===== config.mk =====
export PLATFORM = sky130hd
export DESIGN_NAME = pipe_scroller_flat
export DESIGN_NICKNAME = d
export VERILOG_FILES = /design/src/rtl/pipe_scroller_if.sv /design/src/rtl/pipe_scroller.sv /design/src/flat_wrapper.sv
export SDC_FILE = /design/constraint.sdc
export NUM_CORES = 1
export LEC_CHECK = 0
export CAP_MARGIN = 20
export CORE_MARGIN = 3
export CORE_UTILIZATION = 50
export CTS_CLUSTER_SIZE = 8
export DETAILED_ROUTE_END_ITERATION = 6
export GPL_TIMING_DRIVEN = 0
export PLACE_DENSITY = 0.73
export SYNTH_ARGS = -nofsm -noshare
export SYNTH_HDL_FRONTEND = slang
export SYNTH_SLANG_ARGS = --single-unit

===== constraint.sdc =====
create_clock -name Clk -period 5.5 [get_ports Clk]
set_clock_uncertainty 0.15 [all_clocks]
set_input_delay 1.375 -clock Clk [delete_from_list [all_inputs] [get_ports Clk]]
set_output_delay 1.375 -clock Clk [all_outputs]
set_load 0.05 [all_outputs]

===== src/rtl/pipe_scroller_if.sv =====
// Interface bundling the pipe_scroller control inputs and its position/score outputs.
// master: the round controller that drives Start/Lose/Ack and observes the pipe.
// slave:  the pipe_scroller itself.
interface pipe_scroller_if;
    logic       Start;
    logic       Lose;
    logic       Ack;
    logic [9:0] X_Edge;
    logic [9:0] Y_Edge;
    logic [7:0] Score;
    logic       Score_Pulse;
    logic       Step;
    logic       Q_Idle;
    logic       Q_Scroll;
    logic       Q_Frozen;

    modport master (
        output Start, Lose, Ack,
        input  X_Edge, Y_Edge, Score, Score_Pulse, Step, Q_Idle, Q_Scroll, Q_Frozen
    );

    modport slave (
        input  Start, Lose, Ack,
        output X_Edge, Y_Edge, Score, Score_Pulse, Step, Q_Idle, Q_Scroll, Q_Frozen
    );
endinterface


===== src/rtl/pipe_scroller.sv =====
// pipe_scroller: scrolls a pipe leftwards one step per tick, wraps it to the
// right edge with a pseudo-random gap from a 16-bit LFSR, and counts pipes
// that pass the bird column. Freezes on Lose, returns to idle on Ack.
// Optional feature macro: SCROLL_SPEEDUP_EN (step size grows every 8 points).
module pipe_scroller #(
    parameter int unsigned SCREEN_RIGHT = 640,
    parameter int unsigned PIPE_WIDTH   = 52,
    parameter int unsigned BIRD_X       = 320,
    parameter int unsigned TICK_DIV     = 250000,
    parameter int unsigned GAP_MIN      = 80,
    parameter logic [15:0] LFSR_SEED    = 16'hACE1
) (
    input  logic              Clk,
    input  logic              reset,
    pipe_scroller_if.slave    bus
);
    localparam int unsigned CW = $clog2(TICK_DIV);

    typedef enum logic [1:0] {
        ST_IDLE   = 2'd0,
        ST_SCROLL = 2'd1,
        ST_FROZEN = 2'd2
    } state_t;

    state_t        state, state_n;
    logic [CW-1:0] cnt, cnt_n;
    logic [9:0]    x, x_n;
    logic [9:0]    y, y_n;
    logic [15:0]   lfsr, lfsr_n;
    logic [7:0]    score, score_n;
    logic          step, step_n;
    logic          pulse, pulse_n;
    logic [2:0]    q_flags;

    logic [2:0]    speed;
    logic [15:0]   lfsr_adv;
    logic [9:0]    x_dec;
    logic [10:0]   trail_old, trail_new;
    logic          wrap, crossing, tc;

`ifdef SCROLL_SPEEDUP_EN
    // Step size from the current score: 1 + min(Score[7:3], 3).
    always_comb begin
        if (score[7:3] > 5'd3) speed = 3'd4;
        else                   speed = 3'd1 + score[5:3];
    end
`else
    assign speed = 3'd1;
`endif

    assign tc        = (cnt == CW'(TICK_DIV - 1));
    assign wrap      = (x < {7'b0, speed});
    assign x_dec     = x - {7'b0, speed};
    assign lfsr_adv  = {lfsr[14:0], lfsr[15] ^ lfsr[13] ^ lfsr[12] ^ lfsr[10]};
    assign trail_old = {1'b0, x}     + 11'(PIPE_WIDTH);
    assign trail_new = {1'b0, x_dec} + 11'(PIPE_WIDTH);
    assign crossing  = (trail_old > 11'(BIRD_X)) && (trail_new <= 11'(BIRD_X));

    // Next-state and next-output computation for the scroll FSM.
    always_comb begin
        state_n = state;
        cnt_n   = cnt;
        x_n     = x;
        y_n     = y;
        lfsr_n  = lfsr;
        score_n = score;
        step_n  = 1'b0;
        pulse_n = 1'b0;
        case (state)
            ST_IDLE: begin
                cnt_n = '0;
                if (bus.Start) state_n = ST_SCROLL;
            end
            ST_SCROLL: begin
                // Lose takes priority over a coinciding terminal count.
                if (bus.Lose) begin
                    state_n = ST_FROZEN;
                end else if (tc) begin
                    cnt_n  = '0;
                    step_n = 1'b1;
                    if (wrap) begin
                        x_n    = 10'(SCREEN_RIGHT);
                        lfsr_n = lfsr_adv;
                        y_n    = 10'(GAP_MIN) + {2'b0, lfsr_adv[7:0]};
                    end else begin
                        x_n = x_dec;
                        if (crossing && score != 8'hFF) begin
                            score_n = score + 8'd1;
                            pulse_n = 1'b1;
                        end
                    end
                end else begin
                    cnt_n = cnt + CW'(1);
                end
            end
            ST_FROZEN: begin
                if (bus.Ack) begin
                    state_n = ST_IDLE;
                    x_n     = 10'(SCREEN_RIGHT);
                    score_n = '0;
                    cnt_n   = '0;
                end
            end
            default: state_n = ST_IDLE;
        endcase
    end

    // State and output registers with synchronous reset.
    always_ff @(posedge Clk) begin
        if (reset) begin
            state   <= ST_IDLE;
            cnt     <= '0;
            x       <= 10'(SCREEN_RIGHT);
            lfsr    <= LFSR_SEED;
            y       <= 10'(GAP_MIN) + {2'b0, LFSR_SEED[7:0]};
            score   <= '0;
            step    <= 1'b0;
            pulse   <= 1'b0;
            q_flags <= 3'b001;
        end else begin
            state   <= state_n;
            cnt     <= cnt_n;
            x       <= x_n;
            lfsr    <= lfsr_n;
            y       <= y_n;
            score   <= score_n;
            step    <= step_n;
            pulse   <= pulse_n;
            q_flags <= {state_n == ST_FROZEN, state_n == ST_SCROLL, state_n == ST_IDLE};
        end
    end

    assign bus.X_Edge      = x;
    assign bus.Y_Edge      = y;
    assign bus.Score       = score;
    assign bus.Score_Pulse = pulse;
    assign bus.Step        = step;
    assign bus.Q_Idle      = q_flags[0];
    assign bus.Q_Scroll    = q_flags[1];
    assign bus.Q_Frozen    = q_flags[2];
endmodule


===== src/flat_wrapper.sv =====
// flat-port wrapper written by rule: the top's interface ports become plain ports
module pipe_scroller_flat 
#(
    parameter int unsigned SCREEN_RIGHT = 640,
    parameter int unsigned PIPE_WIDTH   = 52,
    parameter int unsigned BIRD_X       = 320,
    parameter int unsigned TICK_DIV     = 250000,
    parameter int unsigned GAP_MIN      = 80,
    parameter logic [15:0] LFSR_SEED    = 16'hACE1
)
  (Clk, reset, bus_Start, bus_Lose, bus_Ack, bus_X_Edge, bus_Y_Edge, bus_Score, bus_Score_Pulse, bus_Step, bus_Q_Idle, bus_Q_Scroll, bus_Q_Frozen);
  pipe_scroller_if bus_i ();
  input  logic Clk;
  input  logic reset;
  input wire logic [$bits(bus_i.Start)-1:0] bus_Start;
  input wire logic [$bits(bus_i.Lose)-1:0] bus_Lose;
  input wire logic [$bits(bus_i.Ack)-1:0] bus_Ack;
  output wire logic [$bits(bus_i.X_Edge)-1:0] bus_X_Edge;
  output wire logic [$bits(bus_i.Y_Edge)-1:0] bus_Y_Edge;
  output wire logic [$bits(bus_i.Score)-1:0] bus_Score;
  output wire logic [$bits(bus_i.Score_Pulse)-1:0] bus_Score_Pulse;
  output wire logic [$bits(bus_i.Step)-1:0] bus_Step;
  output wire logic [$bits(bus_i.Q_Idle)-1:0] bus_Q_Idle;
  output wire logic [$bits(bus_i.Q_Scroll)-1:0] bus_Q_Scroll;
  output wire logic [$bits(bus_i.Q_Frozen)-1:0] bus_Q_Frozen;
  assign bus_i.Start = bus_Start;
  assign bus_i.Lose = bus_Lose;
  assign bus_i.Ack = bus_Ack;
  assign bus_X_Edge = bus_i.X_Edge;
  assign bus_Y_Edge = bus_i.Y_Edge;
  assign bus_Score = bus_i.Score;
  assign bus_Score_Pulse = bus_i.Score_Pulse;
  assign bus_Step = bus_i.Step;
  assign bus_Q_Idle = bus_i.Q_Idle;
  assign bus_Q_Scroll = bus_i.Q_Scroll;
  assign bus_Q_Frozen = bus_i.Q_Frozen;
  pipe_scroller #(.SCREEN_RIGHT(SCREEN_RIGHT), .PIPE_WIDTH(PIPE_WIDTH), .BIRD_X(BIRD_X), .TICK_DIV(TICK_DIV), .GAP_MIN(GAP_MIN), .LFSR_SEED(LFSR_SEED)) u_core (.Clk(Clk), .reset(reset), .bus(bus_i));
endmodule

* Yosys cells after proc, flatten, opt, wreduce, memory -nomap -nowiden *
Cells that the tools add are included.

operators by class
  add/subtract/negate cells = 6
  $lt $le $gt $ge = 3
  equal/unequal tests = 11
  muxes and demuxes = 21
  bitwise gates (word level) = 6
  reduce and logical (&&, ||, !) cells = 12

operators with widths
  cell                                                              count
  two-way mux 18 bit                                                3
  one-hot mux 18 bit (3 select lines)                               1
  two-way mux 10 bit                                                4
  two-way mux 8 bit                                                 5
  adder 10 x 6 -> 11 bit (second input constant)                    2
  one-hot mux 10 bit (2 select lines)                               1
  adder 18 x 1 -> 18 bit (second input constant)                    1
  == test 18 bit (second input constant)                            1
  one-hot mux 8 bit (2 select lines)                                1
  > comparator 11 x 9 -> 1 bit (second input constant)              1
  less-or-equal comparator 11 x 9 -> 1 bit (second input constant)  1
  < comparator 10 x 1 -> 1 bit (second input constant)              1
  subtractor 10 x 1 -> 10 bit (second input constant)               1
  adder 7 x 8 -> 9 bit (first input constant)                       1
  adder 8 x 1 -> 8 bit (second input constant)                      1
  inequality test 8 bit (second input constant)                     1
  AND reduction 4 bit                                               2
  two-way mux 2 bit                                                 3
  inequality test 2 bit (second input constant)                     3
  one-hot mux 2 bit (3 select lines)                                1
  AND reduction 6 bit                                               1
  OR reduction 5 bit                                                1
  == test 2 x 1 -> 1 bit (second input constant)                    2
  == test 2 bit (second input constant)                             2
  10 further kinds                                                  18

storage, ports and cells
  bits in registers = 69

* Logic depth before layout (Yosys ltp) *
  word-level depth = 10
  depth in mapped cells = 9

* Least setup slack after synthesis *
No wires, ideal clock.

  kind = input -> register
  start point = input bus_Lose
  end point = register u_core.y[8] (netlist: u_core.bus.Y_Edge[8])
  data arrival time = 3.119 ns
  data required time = 5.230 ns
  setup slack = 2.111 ns
  stages = 6
  cells stage by stage = or3b_2 -> or3b_2 -> nor2_1 -> nand2_1 -> clkbuf_1 -> a211o_1

between the ends
  longest elaborated chain between the ends = 2

ends and longest elaborated chain
  element                        RTL line              text
  start, declared                flat_wrapper.sv:16    input wire logic [$bits(bus_i.Lose)-1:0] bus_Lose;
  inverter 1 bit (no line)       n/a
  AND reduction 4 bit (no line)  n/a
  end signal, assigned           pipe_scroller.sv:115  y <= 10'(GAP_MIN) + {2'b0, LFSR_SEED[7:0]};
  end signal, assigned           pipe_scroller.sv:125  y <= y_n;
  end, declared                  pipe_scroller.sv:28   logic [9:0] y, y_n;

No other way between the ends.
A chain may end at the register's enable or synchronous reset.

* Worst setup path in the final report *
  start point = input bus_Lose
  end point = register u_core.y[6] (netlist: u_core.bus.Y_Edge[6])

Same word-level chain as after synthesis.

==> impl_metrics.json <==
{
  "worstPathRequired_ns": 5.63,
  "drtIter0Drc": 139,
  "min_from": "u_core.bus.Y_Edge[6]",
  "ys_types": 50,
  "fin_setup_tns_ns": 0,
  "cts_tree": "done",
  "p_total_mw": 0.8767,
  "cp_max_fo": 10,
  "detailed_place_hpwl_um": 4776,
  "io_pins": 38,
  "crit_start": "bus_Lose",
  "clock.fmax_mhz": 261.1,
  "endpoint_kind": "flip-flop",
  "track_usage": 0.1980,
  "cts.htree.levels": 3,
  "diodes": 0,
  "clockBufferDepth": 2,
  "cts_buffers": 9,
  "synth.avg_cell_area_um2": 8.183,
  "drc_errors": 0,
  "grt_max_degree": 14,
  "fp.coreArea_mm2": 0.005709,
  "grt_pass1_vias": 2496,
  "area_growth_pct": 20.43,
  "rsz0062_at_grt": "false",
  "cts_num_sinks": 64,
  "hp-class": "reg -> reg",
  "rows": 27,
  "clockRootBuffer": "clkbuf_8",
  "critical_path_class": "in -> reg",
  "die_w_um": 84.03,
  "clk_pin_slew_ns": 0.07,
  "dieHeight_um": 84.03,
  "first_pass_iters": 5,
  "worst_slew_pin_slew_ns": 0.7703,
  "antenna_found_initial": 0,
  "hold_violations": 0,
  "nets": 429,
  "nFillCells": 516,
  "cp_data_arrival_time_ns": 3.96,
  "post_cts_buffers": 0,
  "synthCells": 372,
  "ys_ff_latch": 64,
  "wl_per_cell_um": 13.61,
  "regToRegStartpoint": "u_core.bus.X_Edge[0]",
  "outcome": "completed",
  "ys_warn_count": 0,
  "cts_resized": 0,
  "peakVddDrop_mv": 0.1813,
  "synth_ff_type": "dfxtp_1",
  "dr_total_vias": 2786,
  "finalCritPeriodShare": 0.6963,
  "clock_latency_ns": 0.35,
  "syn_area_mm2": 0.003044,
  "port_buffers": 35,
  "die_area_mm2": 0.007060,
  "relSlewSlack": 0.4817,
  "synth_enable_flop_cells": 0,
  "setup_violations": 0,
  "viasPerCell": 5.628,
  "gp_congestion": 0.8550,
  "drt_wl_total_um": 6739,
  "ant_nets": 0,
  "start_kind": "primary input",
  "leakagePower_nw": 1.270,
  "cap_violations": 0,
  "syn-num-nets": 383,
  "cts_hold_buf": 0,
  "start_util": 0.5332,
  "grt_pass1_wl_um": 11470,
  "ys_seq_area_frac": 0.4209,
  "async_flop_share": 0,
  "p_per_area_mw_per_mm2": 239.1,
  "drive_gt1_frac": 0.07092,
  "grt_remaining_overflow": 0,
  "period_needed_ns": 3.830,
  "drv_slew": 0
}
## metal layers
metal,global-route usage,vias to the layer above,routed length [um]
met3,0.05923,9,405
met1,0.2523,1287,3072
met2,0.3178,87,3185
met4,0.06725,0,76
li1,-,1403,-
met5,0,-,0
## report_power, final
group | switching [mW] | internal, mW | total (mW)
Clock | 0.199 | 0.167 | 0.366
Combinational | 0.0289 | 0.0134 | 0.0423
Sequential | 0.00260 | 0.466 | 0.469
Total | 0.230 | 0.646 | 0.877
## layout make-up
| cell class | count | area (um^2) | area share |
|---|---|---|---|
| plain buffers | 21 | 100.1 | 0.02730 |
| flip-flops and latches | 64 | 1281 | 0.3495 |
| clock buffers | 9 | 123.9 | 0.03379 |
| multi-input cells | 281 | 1640 | 0.4474 |
| well taps | 72 | 90.09 | 0.02457 |
| repair buffers | 35 | 350.3 | 0.09556 |
| clock inverters | 7 | 57.56 | 0.01570 |
| inverters | 6 | 22.52 | 0.006143 |
## registers in the layout, summed over array words and instances, names as in the netlist
register / flops
u_core.bus.Y_Edge: 5
u_core.cnt: 18
u_core.bus.X_Edge: 10
u_core.bus.Score_Pulse: 1
u_core.bus.Step: 1
u_core.q_flags: 3
u_core.bus.Score: 8
u_core.state: 2
u_core.lfsr: 16
## placed cells by master, fill, tap and decap left out, drive strengths merged, types with 4 or more instances in the layout
cell           netlist  layout
or3                 15      15
nand3b              11      11
nor2                37      37
nor4                 6       6
xnor2               11      11
ha                   6       6
nand2               56      56
o21ai               16      16
nor3                13      13
or3b                 4       4
xor2                 8       8
nand4                7       7
inv                  6       7
or4                  7       7
dfxtp               64      64
buf                  7       7
clkdlybuf4s50        0      35
a21oi               32      32
nand3               12      12
clkbuf              14      23
## per-stage QoR
step | setup slack [ns] | utilization | hold slack, ns | instance area, um^2 | instances
after floorplan | 2.111 | - | 0.2821 | 3044 | 372
after global placement | 1.367 | 0.6103 | 0.2921 | 3485 | 479
after detailed placement | 1.336 | 0.6103 | 0.2985 | 3485 | 479
after CTS | 1.706 | 0.6421 | 0.3025 | 3666 | 495
after global routing | 1.511 | 0.6421 | 0.3340 | 3666 | 495
final | 1.670 | 0.6421 | 0.3074 | 3666 | 495
## path summary, 6_finish.rpt
| check | slack, ns | to | cells past startpoint |
|---|---|---|---|
| worst min register to register | 0.31 | u_core.bus.Y_Edge[6] | 2 |
| worst max-delay path | 1.67 | u_core.bus.Y_Edge[6] | 7 |
| worst min-delay path | 0.31 | u_core.bus.Y_Edge[6] | 2 |
| worst max register to register | 2.45 | u_core.bus.Score[5] | 8 |
## kinds of logic after synthesis
| group | share of synthesized area |
|---|---|
| and+or+nand+nor | 0.3222 |
| AOI/OAI and AO/OA | 0.1295 |
| DFF | 0.4209 |
| buffers and inverters | 0.04028 |
| xor gates and xnor gates | 0.05467 |
| adders and majority gates | 0.02466 |
| muxes | 0.006577 |
| other | 0.001232 |
## Yosys cell counts, types with 6 or more instances
master,count,area (um^2)
inv_1,6,22.52
nand4_1,7,43.79
o21ai_0,16,80.08
nor2_1,37,138.9
xor2_1,8,70.07
dfxtp_1,64,1281
xnor2_1,11,96.34
nor3_1,12,60.06
ha_1,6,75.07
nand3_1,12,60.06
a21oi_1,32,160.2
or4_1,6,45.04
nand2_1,56,210.2
clkbuf_1,14,52.55
or3_1,15,93.84
nand3b_1,11,82.58
## critical path: stages
cell	delay (ns)
clkdlybuf4s50_1	0.47
or3b_2	0.54
or3b_2	0.52
nor4_4	0.50
buf_2	0.34
nand2_1	0.08
a21oi_1	0.14
Note: power is estimated with default switching activity, not from simulation.
